[config.mk]
export PLATFORM = sky130hd
export DESIGN_NAME = gprf_sb
export DESIGN_NICKNAME = d
export VERILOG_FILES = /design/src/rtl/gprf_sb.sv
export SDC_FILE = /design/constraint.sdc
export NUM_CORES = 1
export LEC_CHECK = 0
export BUFFER_PORTS_ARGS = -buffer_cell sky130_fd_sc_hd__buf_2
export CAP_MARGIN = 20
export CELL_PAD_IN_SITES_DETAIL_PLACEMENT = 1
export CELL_PAD_IN_SITES_GLOBAL_PLACEMENT = 2
export CORE_AREA = 4 4 112 156
export CTS_CLUSTER_DIAMETER = 60
export DETAILED_ROUTE_END_ITERATION = 6
export DIE_AREA = 0 0 116 160
export PLACE_DENSITY = 0.91
export SLEW_MARGIN = 30
export SYNTH_ARGS = -nofsm -noshare
export SYNTH_HDL_FRONTEND = slang
export SYNTH_SLANG_ARGS = --single-unit
[constraint.sdc]
create_clock -name clk -period 10.4 [get_ports clk]
set_input_delay 1.56 -clock clk [delete_from_list [all_inputs] [get_ports clk]]
set_output_delay 1.56 -clock clk [all_outputs]
set_load 0.01 [all_outputs]
[src/rtl/gprf_sb.sv]
// gprf_sb -- general-purpose register file with per-register scoreboard
//
// Purpose:
//   NREG x DAT_W register file with binary-addressed access, plus a
//   DAT_W+1 wide rmod register. Bus1 writes and long-latency writebacks
//   share one array write port. Bus1 writes have priority, so a writeback
//   is accepted only while wr_en is low. A busy bit per register marks a
//   destination that has been reserved for a pending long-latency result.
//   Reads of a busy register raise a stall request. The sticky err flag
//   records protocol violations until the next reset.
//
// Ports:
//   clk, rst                     clock, asynchronous active-high reset
//   wr_en/wr_addr/wr_dat         bus1 write
//   rmod_wr_en                   load rmod with {wr_dat,1'b1}
//   rd1_*/rd2_*                  combinational read ports with stall outputs
//   rmod_rd_en/rmod_rd_dat       rmod read port
//   rsv_en/rsv_addr              reserve a destination (set busy)
//   wb_valid/wb_addr/wb_dat      writeback request
//   wb_ready                     writeback accepted this cycle (= ~wr_en)
//   busy                         scoreboard bits
//   err                          sticky protocol-violation flag
//
// Configuration:
//   GPRF_BYPASS_EN  when defined, an accepted writeback is forwarded to a
//                   read port addressing the same register in the same
//                   cycle, and that port's stall is suppressed. rmod is
//                   never bypassed.

module gprf_sb #(
  parameter int DAT_W  = 11,
  parameter int NREG   = 8,
  parameter int ADDR_W = 3
) (
  input  logic              clk,
  input  logic              rst,
  input  logic              wr_en,
  input  logic [ADDR_W-1:0] wr_addr,
  input  logic [DAT_W-1:0]  wr_dat,
  input  logic              rmod_wr_en,
  input  logic              rd1_en,
  input  logic              rd2_en,
  input  logic [ADDR_W-1:0] rd1_addr,
  input  logic [ADDR_W-1:0] rd2_addr,
  output logic [DAT_W-1:0]  rd1_dat,
  output logic [DAT_W-1:0]  rd2_dat,
  output logic              rd1_stall,
  output logic              rd2_stall,
  input  logic              rmod_rd_en,
  output logic [DAT_W:0]    rmod_rd_dat,
  input  logic              rsv_en,
  input  logic [ADDR_W-1:0] rsv_addr,
  input  logic              wb_valid,
  input  logic [ADDR_W-1:0] wb_addr,
  input  logic [DAT_W-1:0]  wb_dat,
  output logic              wb_ready,
  output logic [NREG-1:0]   busy,
  output logic              err
);

  // Register count at address width plus one, so the range check also
  // works when NREG == 2**ADDR_W.
  localparam logic [ADDR_W:0] NREG_LIM = NREG[ADDR_W:0];

  logic [DAT_W-1:0] regs_q [NREG];
  logic [DAT_W-1:0] regs_d [NREG];
  logic [DAT_W:0]   rmod_q, rmod_d;
  logic [NREG-1:0]  busy_q, busy_d;
  logic             err_q, err_d;
  logic             wbAccept;

  function automatic logic inRange(input logic [ADDR_W-1:0] a);
    return ({1'b0, a} < NREG_LIM);
  endfunction

  // Bus1 owns the shared write port whenever it is writing.
  assign wb_ready = ~wr_en;
  assign wbAccept = wb_valid & ~wr_en;
  assign busy     = busy_q;
  assign err      = err_q;

  // Next-state for storage, scoreboard and error flag. The writeback clears
  // busy before the reservation is applied, so a same-cycle re-reservation
  // of the register being written back leaves it busy.
  always_comb begin
    regs_d = regs_q;
    rmod_d = rmod_q;
    busy_d = busy_q;
    err_d  = err_q;

    if (rmod_wr_en) begin
      rmod_d = {wr_dat, 1'b1};
    end

    if (wr_en) begin
      if (inRange(wr_addr)) begin
        regs_d[wr_addr] = wr_dat;
        if (busy_q[wr_addr]) begin
          err_d = 1'b1;
        end
      end else begin
        err_d = 1'b1;
      end
    end else if (wbAccept) begin
      if (inRange(wb_addr)) begin
        regs_d[wb_addr] = wb_dat;
        busy_d[wb_addr] = 1'b0;
        if (!busy_q[wb_addr]) begin
          err_d = 1'b1;
        end
      end else begin
        err_d = 1'b1;
      end
    end

    if (rsv_en) begin
      if (inRange(rsv_addr)) begin
        // Re-reserving the register whose result lands this cycle is legal.
        if (busy_q[rsv_addr] && !(wbAccept && (wb_addr == rsv_addr))) begin
          err_d = 1'b1;
        end
        busy_d[rsv_addr] = 1'b1;
      end else begin
        err_d = 1'b1;
      end
    end
  end

  // State registers; reset clears contents, scoreboard and error flag.
  always_ff @(posedge clk or posedge rst) begin
    if (rst) begin
      for (int i = 0; i < NREG; i++) begin
        regs_q[i] <= '0;
      end
      rmod_q <= '0;
      busy_q <= '0;
      err_q  <= 1'b0;
    end else begin
      regs_q <= regs_d;
      rmod_q <= rmod_d;
      busy_q <= busy_d;
      err_q  <= err_d;
    end
  end

  // Combinational read ports. Out-of-range or disabled reads return 0 and
  // never stall. Data is still driven while a port is stalled.
  always_comb begin
    rd1_dat   = '0;
    rd1_stall = 1'b0;
    rd2_dat   = '0;
    rd2_stall = 1'b0;
    if (rd1_en && inRange(rd1_addr)) begin
      rd1_dat   = regs_q[rd1_addr];
      rd1_stall = busy_q[rd1_addr];
    end
    if (rd2_en && inRange(rd2_addr)) begin
      rd2_dat   = regs_q[rd2_addr];
      rd2_stall = busy_q[rd2_addr];
    end
`ifdef GPRF_BYPASS_EN
    // Forward the accepted writeback; held off during reset so outputs
    // stay at 0 while rst is high.
    if (!rst && wbAccept && inRange(wb_addr)) begin
      if (rd1_en && (rd1_addr == wb_addr)) begin
        rd1_dat   = wb_dat;
        rd1_stall = 1'b0;
      end
      if (rd2_en && (rd2_addr == wb_addr)) begin
        rd2_dat   = wb_dat;
        rd2_stall = 1'b0;
      end
    end
`endif
  end

  assign rmod_rd_dat = rmod_rd_en ? rmod_q : '0;

endmodule

### Word-level counts from Yosys, hierarchy flattened

Index checks and enable logic that the tools add are counted.

* flip-flop bits (word level): 109
* latch bits: 0
* RAM bits: 0
* bits in read-only memories: 0
* bits of input ports: 46
* output and inout port bits: 46
* logic and storage cells: 84
* memories: 0

* add/subtract/negate cells: 0
* multiply operators: 0
* div/mod/pow operators: 0
* $lt $le $gt $ge: 13
* eq/ne operators: 1
* shift operators: 0
* multiplexer cells: 42
* bitwise operators: 9
* reduce and logical (&&, ||, !) cells: 8

Operators by type and width (count)
* $bwmux 88: 2
* $mux 88: 2
* $mux 11: 8
* $bmux 11 s3: 2
* $demux 11 s3: 2
* $mux 8: 3
* $lt 3x4->1 const B: 5
* $ge 4x4->1 const B: 4
* $not 3->4: 4
* $bmux 1 s3: 5
* $mux 1: 15
* $mux 12: 1
* $and 8x8->8: 1
* $lt 4x1->1 const B: 2
* $not 8->8: 1
* $or 8x8->8: 1
* $demux 1 s3: 2
* $ge 3x1->1 const B: 2
* $logic_and 1x1->1: 6
* $eq 3x3->1: 1
* $reduce_bool 2->1: 1
* $and 1x1->1: 1
* $logic_not 1->1: 1
* $not 1->1: 1

### Depth between registers and ports, before layout

* depth after elaboration: 10
* depth in mapped cells: 7
* mapped depth without buffers: 4

### Worst setup path after synthesis

OpenSTA, ideal clock, no wires.

* path type: input-to-output
* start point: input rd1_addr[0]
* end point: output rd1_dat[2]
* arrival: 2.773 ns
* data required time: 8.840 ns
* setup slack: 6.067 ns
* stages: 5
* path buffers: 2
* cells stage by stage: buf_2 buf_2 mux4_2 mux2i_1 nor2b_1

* cells in the longest elaborated chain, start to end: 5

RTL lines
* start, declared: line 43 `input logic [ADDR_W-1:0] rd1_addr,`
* $not 3->4 (not written as such): line 154 `rd1_dat = regs_q[rd1_addr];`
* $bmux 11 s3: line 154
* $mux 11 (not written as such) (2 in a row): line 154
* $mux 11: line 153 `if (rd1_en && inRange(rd1_addr)) begin`
* end, declared: line 45 `output logic [DAT_W-1:0] rd1_dat,`

Every way passes these cells. The select of a mux whose other input is x is not followed.

### Final worst setup path

Ends and elaborated chain as after synthesis.

==> results.py <==
metrics = {
    "die": {
        "die_h_um": 160,
        "rows": 55,
        "core-area_sq_um": 16100,
        "die_area_sq_um": 18560,
        "start_util_pct": 40.26,
        "die_w_um": 116,
        "ios": 92,
    },
    "yosys": {
        "synthSimpleGateAreaFrac_pct": 9.303,
        "synth-compound-area-share_pct": 19.76,
        "syn_area_sq_um": 6482,
        "ys_types": 43,
        "ys_warn_count": 0,
        "synth_top_area_share_pct": 42.08,
        "yosysTopAreaCell": "dfrtp_1",
        "synth_edf_count": 0,
        "synthArstFlopShare_pct": 100.0,
        "synthAdderAreaFrac_pct": 0,
        "synthFlopType": "dfrtp_1",
        "netlist_instances": 570,
        "synth-seq-area-share_pct": 42.08,
        "synth_common_cells": "dfrtp_1, o21ai_0, a22oi_1, mux4_2, clkbuf_1",
        "synth_xor_xnor_area_share_pct": 0.4053,
        "synth_nets": 616,
        "ys_ff_latch": 109,
        "avgSynthCellArea_sq_um": 11.37,
        "yosysMostFrequentCell": "dfrtp_1",
        "synth_mux_area_share_pct": 24.17,
        "synthTopCellsByArea": "dfrtp_1, mux4_2, a22oi_1",
        "synth_top_family_by_area": "multiplexers",
    },
    "routing": {
        "wl_met1_um": 8804,
        "drc": 0,
        "route.met3.wl_um": 1949,
        "drt-total-wl_um": 24000,
        "drt_iter0_markers": 632,
        "wl_met2_um": 12010,
        "postRouteAntennaNets": 0,
        "firstDrtPassIters": 5,
        "vias": 5678,
        "wl_per_cell_um": 29.02,
        "via_per_inst": 6.866,
        "highest_layer": "met4",
    },
    "worst_setup_path": {
        "path_max_fanout": 24,
        "rr_endpoint": "err$_DFF_PP0_",
        "rrSetupSlack_ns": 8.61,
        "end_kind": "output port",
        "worst_r2r_startpoint": "busy[6]$_DFF_PP0_",
        "r2r.worst_path.cells": 3,
        "cp.required_ns": 8.84,
        "path_class": "primary input to output port",
        "worst_ep_arrival_time_ns": 3.38,
        "start_kind": "primary input",
    },
    "min_path": {
        "hp-start": "err$_DFF_PP0_",
        "worstHoldEndpoint": "err$_DFF_PP0_",
        "holdPathStages": 1,
        "hold_path_class": "flop to flop",
    },
    "sta": {
        "finalSetupViolations": 0,
        "hold_slack_ns": 0.4795,
        "layout_worst_path_cycle_share_pct": 47.46,
        "setup-tns-final_ns": 0,
        "clock.fmax_mhz": 202.6,
        "fin_worst_skew_ns": 0.004397,
        "hold_violations": 0,
        "period_minus_slack_ns": 4.936,
        "rsz0062_at_grt": "no",
        "fin_ws_ns": 5.464,
        "slew_viol_final": 0,
        "max_slew_margin_pct": 30.17,
        "worstMarginPinSlew_ns": 1.043,
    },
    "layout": {
        "fin_cells": 827,
        "synthToLayoutAreaGrowth_pct": 13.90,
        "fin_nets": 669,
        "drive_gt1_share_pct": 31.05,
        "antenna_cells": 0,
    },
    "clock_network": {
        "cts_setup_buffers": 0,
        "cts_tree": "done",
        "cts_inserted_buffers": 9,
        "clkLatencyLatePin_ns": 0.36,
        "clockRootBuffer": "clkbuf_16",
        "holdBufCountCts": 0,
        "clkTransAtPathRegs_ns": 0.07,
        "ctsLongestPathBuffers": 2,
        "clock-sinks": 109,
        "h-tree-depth": 3,
        "postCtsResizedCells": 0,
    },
    "job": {
        "drv_cap": 0,
    },
    "placement": {
        "portBuffers": 91,
        "preCtsSetupSlack_ns": 5.450,
        "place.gp.congestion": 0.9222,
        "place_inst": 811,
        "dp_hpwl_um": 16530,
    },
    "global_route": {
        "grt_max_degree": 79,
        "antenna_found_initial": 0,
        "grt_pass1_vias": 6196,
        "grt_overflow": 0,
        "grt.total_usage_pct": 26.60,
        "grt_pass1_wl_um": 37110,
    },
    "pwr": {
        "total_power_uw": 1302,
        "p_leak_uw": 0.003120,
        "max-vdd-ir-drop_mv": 0.07331,
        "p_per_area_nw_per_um2": 176.3,
    },
    "outcome": {
        "status": "finished, final reports clean",
    },
}
==> cells in the final DEF, fill, tap and decap left out, drive strengths merged, types with 2 or more instances in the layout <==
cell type,n
a221o,14
clkinvlp,2
and4bb,3
o21ai,71
o31ai,3
xor2,3
a21oi,4
and2,12
o211ai,7
dfrtp,109
o221ai,7
mux2i,26
a22oi,67
nor2b,28
a31oi,4
nand2,35
and4b,3
bufinv,2
nor2,16
buf,106
inv,7
nand3,3
a32o,4
mux4,51
clkbuf,10
mux2,14
==> final cells by class <==
type,instances,area [sq um]
fillers,1782,8720
multi-input cells,392,3502
flip-flops and latches,109,2728
repair buffers,106,559.3
well taps,199,249.0
clock buffers,10,229.0
clock inverters,6,95.09
inverters,5,21.27
==> metrics by stage <==
stage	util, %	area, sq um
CTS	45.79	7373
detailed placement	43.78	7049
floorplan	-	6482
global placement	43.55	7013
finish	45.85	7383
global route	45.85	7383
==> worst max-delay path, cell delays in order <==
cell and delay (ns):
buf_2 0.69, mux4_2 0.61, mux2i_1 0.27, nor2b_1 0.09, buf_2 0.15
==> how the worst max path moves through the flow <==
stage / startpoint / endpoint / slack, ns / cells after the start
after floorplan: rst / busy[0]$_DFF_PP0_ / 5.97 / 1
after global placement: rd1_addr[0] / rd1_dat[2] / 5.52 / 5
after detailed placement: rd1_addr[0] / rd1_dat[2] / 5.45 / 5
after CTS: rd2_addr[0] / rd2_dat[2] / 5.42 / 5
after global routing: rd2_addr[0] / rd2_dat[2] / 5.30 / 5
final: rd1_addr[0] / rd1_dat[2] / 5.46 / 5
==> routing by layer <==
metal / up-vias / global-route usage (%)
met2: 353 / 43.01
li1: 2317 / -
met4: 0 / 13.19
met3: 75 / 4.776
met1: 2933 / 34.03
met5: - / 0
==> cells by family (layout without fill, tap and decap cells) <==
kind of cell / count (synthesis) / count (layout)
xor gates and xnor gates: 3 / 3
muxes: 91 / 91
AOI/OAI and AO/OA: 188 / 188
buffers and inverters: 69 / 127
DFF: 109 / 109
and+or+nand+nor: 110 / 110
==> state kept, by name (all words and copies together) (netlist names) <==
| name | cells |
|---|---|
| regs_q | 88 |
| rmod_q | 12 |
| busy | 8 |
| err | 1 |
==> power breakdown <==
part | total, uW | switching, uW | leakage [uW] | internal [uW]
sequential | 584 | 81.1 | 0.00135 | 503
clock | 383 | 169 | 0.000151 | 214
combinational | 334 | 162 | 0.00162 | 172
Power figures use the tool's default switching activity.
